<file path="src/rtl/midi_pkg.sv">
// midi_pkg: MIDI message types, status nibbles, FSM states and byte classification helpers
package midi_pkg;

   localparam logic [3:0] NOTE_OFF   = 4'h8;
   localparam logic [3:0] NOTE_ON    = 4'h9;
   localparam logic [3:0] POLY_AT    = 4'hA;
   localparam logic [3:0] CTRL_CHG   = 4'hB;
   localparam logic [3:0] PROG_CHG   = 4'hC;
   localparam logic [3:0] CHAN_AT    = 4'hD;
   localparam logic [3:0] PITCH_BEND = 4'hE;
   localparam logic [3:0] SYS        = 4'hF;

   typedef struct packed {
      logic [7:0] status;
      logic [7:0] data1;
      logic [7:0] data2;
   } midi_msg_t;

   typedef enum logic [2:0] {IDLE, GRANT, STATUS, DATA1, DATA2} state_e;

   function automatic logic [1:0] midi_msg_len(input logic [7:0] s);
      if (!s[7]) return 2'd0;
      case (s[7:4])
         NOTE_OFF, NOTE_ON, POLY_AT, CTRL_CHG, PITCH_BEND: return 2'd3;
         PROG_CHG, CHAN_AT: return 2'd2;
         SYS: return s[3:0] == 4'h2 ? 2'd3 :
                     (s[3:0] == 4'h1 || s[3:0] == 4'h3) ? 2'd2 :
                     s[3:0] == 4'h6 ? 2'd1 : 2'd0;
         default: return 2'd0;
      endcase
   endfunction

   function automatic logic is_realtime(input logic [7:0] b);
      return b >= 8'hF8;
   endfunction

   function automatic logic is_channel(input logic [7:0] s);
      return s[7] && s[7:4] != SYS;
   endfunction

endpackage

</file>
<file path="src/rtl/midi_rr_arbiter.sv">
// midi_rr_arbiter: picks the first set request after the pointer, wrapping around
module midi_rr_arbiter #(
   parameter int NREQ = 4
) (
   input  logic [NREQ-1:0]         req_i,
   input  logic [$clog2(NREQ)-1:0] ptr_i,
   output logic [$clog2(NREQ)-1:0] gnt_o,
   output logic                    any_o
);
   localparam int GW = $clog2(NREQ);

   logic [GW-1:0] idx;

   always_comb begin
      gnt_o = '0;
      any_o = 1'b0;
      idx   = '0;
      for (int k = NREQ; k >= 1; k--) begin
         idx = GW'((int'(ptr_i) + k) % NREQ);
         if (req_i[idx]) begin
            gnt_o = idx;
            any_o = 1'b1;
         end
      end
   end

endmodule

</file>
<file path="src/rtl/midi_tx_sched.sv">
// midi_tx_sched: round-robin MIDI message scheduler onto one byte transmitter,
// with running status and top-priority real-time byte injection
module midi_tx_sched
   import midi_pkg::*;
#(
   parameter int NREQ           = 4,
   parameter bit RUNNING_STATUS = 1'b1,
   parameter int RS_TIMEOUT_CYC = 30_000_000
) (
   input  logic                    clk,
   input  logic                    rst,
   input  logic [NREQ-1:0]         req_valid_i,
   input  logic [NREQ*24-1:0]      req_msg_i,
   output logic [NREQ-1:0]         req_ready_o,
   input  logic                    rt_valid_i,
   input  logic [7:0]              rt_byte_i,
   output logic                    rt_ready_o,
   output logic [7:0]              tx_data_o,
   output logic                    tx_valid_o,
   input  logic                    tx_ready_i,
   output logic                    busy_o,
   output logic [$clog2(NREQ)-1:0] grant_id_o,
   output logic                    err_drop_o
);
   localparam int GW = $clog2(NREQ);
   localparam int CW = $clog2(RS_TIMEOUT_CYC + 1);

   state_e          state_q;
   midi_msg_t       msg_q;
   logic [1:0]      len_q;
   logic            loaded_q;
   logic [GW-1:0]   ptr_q, gid_q;
   logic [7:0]      rs_q;
   logic [CW-1:0]   cnt_q;
   logic [7:0]      tx_data_q;
   logic            tx_valid_q;
   logic [NREQ-1:0] req_ready_q;
   logic            rt_ready_q, busy_q, err_q;

   midi_msg_t       msgs [NREQ];
   midi_msg_t       m_in;
   logic [1:0]      len_in;
   logic [GW-1:0]   gnt;
   logic            any;
   logic            acc, msg_acc, rt_take, rt_drop, rt_load;
   logic            in_msg, skip_now, msg_load, last, rs_expired;
   logic [7:0]      cur_byte;

   for (genvar g = 0; g < NREQ; g++) begin : g_msg
      assign msgs[g] = req_msg_i[24*g +: 24];
   end

   midi_rr_arbiter #(.NREQ(NREQ)) u_arb (
      .req_i (req_valid_i),
      .ptr_i (ptr_q),
      .gnt_o (gnt),
      .any_o (any)
   );

   always_comb begin
      m_in       = msgs[gid_q];
      len_in     = midi_msg_len(m_in.status);
      acc        = tx_valid_q && tx_ready_i;
      msg_acc    = acc && loaded_q;
      rt_take    = rt_valid_i && !tx_valid_q && !rt_ready_q;
      rt_drop    = rt_take && !is_realtime(rt_byte_i);
      rt_load    = rt_take && !rt_drop;
      in_msg     = state_q == STATUS || state_q == DATA1 || state_q == DATA2;
      skip_now   = RUNNING_STATUS && state_q == STATUS && !loaded_q &&
                   is_channel(msg_q.status) && msg_q.status == rs_q;
      msg_load   = in_msg && !loaded_q && !tx_valid_q && !rt_take && !skip_now;
      cur_byte   = state_q == STATUS ? msg_q.status : state_q == DATA1 ? msg_q.data1 : msg_q.data2;
      last       = state_q == DATA2 || (state_q == DATA1 && len_q == 2'd2) ||
                   (state_q == STATUS && len_q == 2'd1);
      rs_expired = cnt_q == CW'(RS_TIMEOUT_CYC);
   end

   always_ff @(posedge clk or negedge rst) begin
      if (!rst) begin
         state_q     <= IDLE;
         msg_q       <= '0;
         len_q       <= '0;
         loaded_q    <= 1'b0;
         ptr_q       <= GW'(NREQ - 1);
         gid_q       <= '0;
         rs_q        <= '0;
         cnt_q       <= '0;
         tx_data_q   <= '0;
         tx_valid_q  <= 1'b0;
         req_ready_q <= '0;
         rt_ready_q  <= 1'b0;
         busy_q      <= 1'b0;
         err_q       <= 1'b0;
      end else begin
         req_ready_q <= '0;
         rt_ready_q  <= rt_take;
         err_q       <= rt_drop;
         cnt_q       <= msg_acc ? '0 : rs_expired ? cnt_q : cnt_q + 1'b1;
         if (rt_load) begin
            tx_data_q  <= rt_byte_i;
            tx_valid_q <= 1'b1;
         end else if (msg_load) begin
            tx_data_q  <= cur_byte;
            tx_valid_q <= 1'b1;
         end else if (acc) begin
            tx_valid_q <= 1'b0;
         end
         if (msg_load) loaded_q <= 1'b1;
         else if (msg_acc) loaded_q <= 1'b0;
         // a status byte being sent takes precedence over the idle timeout
         if (msg_load && state_q == STATUS) rs_q <= is_channel(msg_q.status) ? msg_q.status : 8'h00;
         else if (rs_expired && !msg_acc) rs_q <= 8'h00;
         case (state_q)
            IDLE: if (any) begin
               gid_q       <= gnt;
               req_ready_q <= NREQ'(1) << gnt;
               state_q     <= GRANT;
            end
            GRANT: if (req_valid_i[gid_q]) begin
               ptr_q   <= gid_q;
               msg_q   <= '{status: m_in.status, data1: m_in.data1 & 8'h7F, data2: m_in.data2 & 8'h7F};
               len_q   <= len_in;
               busy_q  <= len_in != 2'd0;
               state_q <= len_in == 2'd0 ? IDLE : STATUS;
               if (len_in == 2'd0) err_q <= 1'b1;
            end else begin
               state_q <= IDLE;
            end
            default: if (skip_now) begin
               state_q <= DATA1;
            end else if (msg_acc) begin
               state_q <= last ? IDLE : state_q == STATUS ? DATA1 : DATA2;
               busy_q  <= !last;
            end
         endcase
      end
   end

   assign req_ready_o = req_ready_q;
   assign rt_ready_o  = rt_ready_q;
   assign tx_data_o   = tx_data_q;
   assign tx_valid_o  = tx_valid_q;
   assign busy_o      = busy_q;
   assign grant_id_o  = gid_q;
   assign err_drop_o  = err_q;

endmodule

</file>
<file path="config.mk">
export PLATFORM = sky130hd
export DESIGN_NAME = midi_tx_sched
export DESIGN_NICKNAME = d
export VERILOG_FILES = /design/src/rtl/midi_pkg.sv /design/src/rtl/midi_rr_arbiter.sv /design/src/rtl/midi_tx_sched.sv
export SDC_FILE = /design/constraint.sdc
export NUM_CORES = 1
export LEC_CHECK = 0
export ABC_AREA = 0
export CAP_MARGIN = 20
export CORE_MARGIN = 5
export CORE_UTILIZATION = 35
export CTS_CLUSTER_DIAMETER = 100
export DETAILED_ROUTE_END_ITERATION = 8
export GPL_TIMING_DRIVEN = 0
export PLACE_DENSITY = 0.62
export SYNTH_ARGS = -nofsm -noshare
export SYNTH_HDL_FRONTEND = slang
export SYNTH_SLANG_ARGS = --single-unit
</file>
<file path="constraint.sdc">
create_clock -name clk -period 3.21 [get_ports clk]
set_clock_uncertainty 0.1 [all_clocks]
set_input_delay 0.4815 -clock clk [delete_from_list [all_inputs] [get_ports clk]]
set_output_delay 0.4815 -clock clk [all_outputs]
set_load 0.01 [all_outputs]
</file>
==> flow_summary.json <==
{
  "outcome": "finished, final reports clean",
  "viasPerCell": 5.17,
  "worstPathArrival_ps": 2640,
  "row_count": 41,
  "holdCritPathClass": "flop to flop",
  "n_antenna_cell": 0,
  "syn_avg_cell_area_um2": 11.6,
  "place_ws_ps": 260,
  "io-pin-count": 130,
  "critical_path_required_ps": 3330,
  "num_vias": 3642,
  "die_h_um": 125,
  "rsz0062_at_grt": "no",
  "cts_root_buffer": "clkbuf_16",
  "cap_violations": 0,
  "initial_utilization_pct": 36.1,
  "drv_slew": 0,
  "yosysSeqAreaShare_pct": 44.2,
  "async_flop_share_pct": 100,
  "antenna_found_initial": 0,
  "nets": 642,
  "cts_htree_levels": 3,
  "insertion_delay_ps": 340,
  "path_class": "primary input to flop",
  "firstDrtPassIters": 4,
  "p_leak_uw": 0.00279,
  "grt_pass1_vias": 3951,
  "worstMarginPinSlew_ps": 651,
  "slew_headroom_pct": 56.3,
  "drt-wirelength-per-cell_um": 16.7,
  "cp-end-kind": "flop",
  "grt_use_total_pct": 15.4,
  "dieArea_um2": 15500,
  "synth_area_um2": 4590,
  "crit_fanout": 9,
  "drc": 0,
  "io_buffers": 121,
  "overflow": 0,
  "ir_drop_mv": 0.266,
  "syn_inst": 394,
  "synth_flop_cell": "dfrtp_1",
  "hpwl_mm": 9.33,
  "cts_tree": "yes",
  "setup_viol": 0,
  "fin_crit_sh_pct": 78.7,
  "drtIter0Drc": 161,
  "cts_buffer_depth": 2,
  "cts_buffers": 9,
  "p_per_area_nw_per_um2": 372,
  "ys_ff_latch": 81,
  "fmax_ghz": 0.396,
  "setup_ws_ps": 685,
  "grt_first_pass_wirelength_mm": 19.7,
  "clock_sinks": 81,
  "fillers": 1161,
  "synth-edff-count": 0,
  "area_delta_synth_final_pct": 37.8,
  "syn_nets": 508,
  "fin_crit_ps": 2520,
  "drive_gt1_share_pct": 13.7,
  "place.gp.congestion": 0.814,
  "grt_start_max_net_pins": 52,
  "yosysWarningCount": 0,
  "start_kind": "primary input",
  "routed_wirelength_mm": 11.7,
  "finish.utilization_pct": 49.7,
  "ys_types": 59,
  "die_x_um": 125,
  "hold_violations": 0,
  "drtAntennaViolNets": 0,
  "core-area_um2": 12700,
  "clkTransAtPathRegs_ps": 60,
  "cts_setup_buffers": 0
}
-- logic make-up (layout without fill, tap and decap cells) --
family | after synthesis | in the layout | synth area share [%]
buffers and inverters | 34 | 172 | 3.73
and+or+nand+nor | 125 | 125 | 14.8
adders and majority gates | 2 | 2 | 0.545
AOI/OAI and AO/OA | 63 | 63 | 9.62
DFF | 81 | 81 | 44.2
xor gates and xnor gates | 26 | 26 | 4.96
muxes | 63 | 63 | 22.1
-- sequential cells by signal (all words and copies together) (netlist names), 3 cells and up --
name,flops
cnt_q,25
msg_q,22
rs_q,8
tx_data_o,8
req_ready_o,4
state_q,3
-- metrics by stage --
stage	total power, µW	setup TNS [ps]	hold slack, ps	instances	cell area [µm²]
2_1_floorplan	1200	0	85.9	394	4590
4_1_cts	2370	0	391	704	6320
5_1_grt	2450	0	412	704	6320
3_3_place_gp	1410	-107070	371	687	6020
3_5_place_dp	1420	0	357	688	6040
6_report	2350	0	389	704	6320
-- where the power goes --
group	internal, µW	switching (µW)	leakage (µW)
logic	228	114	0.00157
clock network	562	395	0.000136
registers	1040	13.1	0.00108
total	1830	522	0.00279
-- timing repair --
item / in CTS / in global routing
hold buffers: 1 / 0
endpoints found under the hold margin: 1 / 0
resized for setup: 0 / 0
-- area by class of cell --
cell class,count,area (µm²),area share (%)
Inverter,15,56.3,0.890
Multi-Input combinational cell,279,2390,37.8
Tap cell,172,215,3.40
Clock buffer,13,260,4.11
Timing Repair Buffer,123,1250,19.7
Clock inverter,2,13.8,0.218
Sequential cell,81,2030,32.1
Buffer,19,115,1.82
-- per-layer routing --
layer / global-route usage [%] / share of wire (%)
met3: 4.63 / 6.3
met1: 19.0 / 44
met4: 3.68 / 0.92
met2: 26.6 / 49
met5: 0 / 0
-- placed cells by master, fill, tap and decap left out, types with 5 or more instances in the layout --
| cell type | instances |
|---|---|
| a21o_1 | 6 |
| a21oi_1 | 13 |
| a22o_1 | 7 |
| a2bb2oi_1 | 5 |
| and3_1 | 6 |
| clkbuf_1 | 10 |
| clkbuf_16 | 9 |
| clkdlybuf4s50_1 | 120 |
| dfrtp_1 | 79 |
| inv_1 | 15 |
| mux2_2 | 21 |
| mux2i_1 | 12 |
| mux4_1 | 12 |
| mux4_2 | 11 |
| nand2_1 | 19 |
| nand3_1 | 12 |
| nand4_1 | 6 |
| nor2_1 | 40 |
| nor3_1 | 8 |
| nor4_1 | 7 |
| o21ai_0 | 12 |
| xnor2_1 | 14 |
| xor2_1 | 12 |
-- cell usage after synthesis (2+ instances only) --
cell type  count  share of area, %
a21o_1         6              0.98
a21oi_1       13               1.4
a22o_1         7               1.3
a2bb2oi_1      5              0.95
a31oi_1        3              0.41
and2_1         3              0.41
and3_1         6              0.82
buf_1          2              0.16
buf_2          4              0.44
buf_4          2              0.33
buf_6          2              0.49
clkbuf_1       8              0.65
dfrtp_1       79                43
dfstp_2        2               1.1
ha_1           2              0.55
inv_1         15               1.2
mux2_1         3              0.74
mux2_2        21               5.2
mux2_4         4               1.3
mux2i_1       12               2.6
mux4_1        12               6.9
mux4_2        11               5.4
nand2_1       19               1.6
nand2b_1       4              0.55
nand3_1       12               1.3
nand4_1        6              0.82
nor2_1        40               3.3
nor2b_1        4              0.55
nor3_1         8              0.87
nor4_1         7              0.95
nor4_2         3              0.82
o211ai_1       2              0.33
o21ai_0       12               1.3
o31a_1         2              0.38
o32a_1         2              0.44
or3_1          4              0.55
xnor2_1       14               2.7
xor2_1        12               2.3
-- worst max-delay path, cell delays in order --
cell             delay, ps
clkdlybuf4s50_1        490
inv_1                   60
nor3_1                 400
nand4_1                430
a21bo_1                330
buf_6                  150
mux2_4                 300
-- worst paths after layout --
kind / start / endpoint / slack, ps / cells past startpoint
min reg2reg: rs_q[7]$_DFFE_PN0P_ / rs_q[7]$_DFFE_PN0P_ / 390 / 1
min in group asynchronous: rst / cnt_q[24]$_DFFE_PN0N_ / 540 / 2
max: rt_valid_i / tx_data_o[2]$_DFFE_PN0P_ / 690 / 7
max in group asynchronous: rst / tx_data_o[5]$_DFFE_PN0P_ / 1870 / 3
min: rs_q[7]$_DFFE_PN0P_ / rs_q[7]$_DFFE_PN0P_ / 390 / 1
max reg2reg: tx_valid_o$_DFFE_PN0P_ / tx_data_o[2]$_DFFE_PN0P_ / 910 / 5
Power figures use the tool's default switching activity.
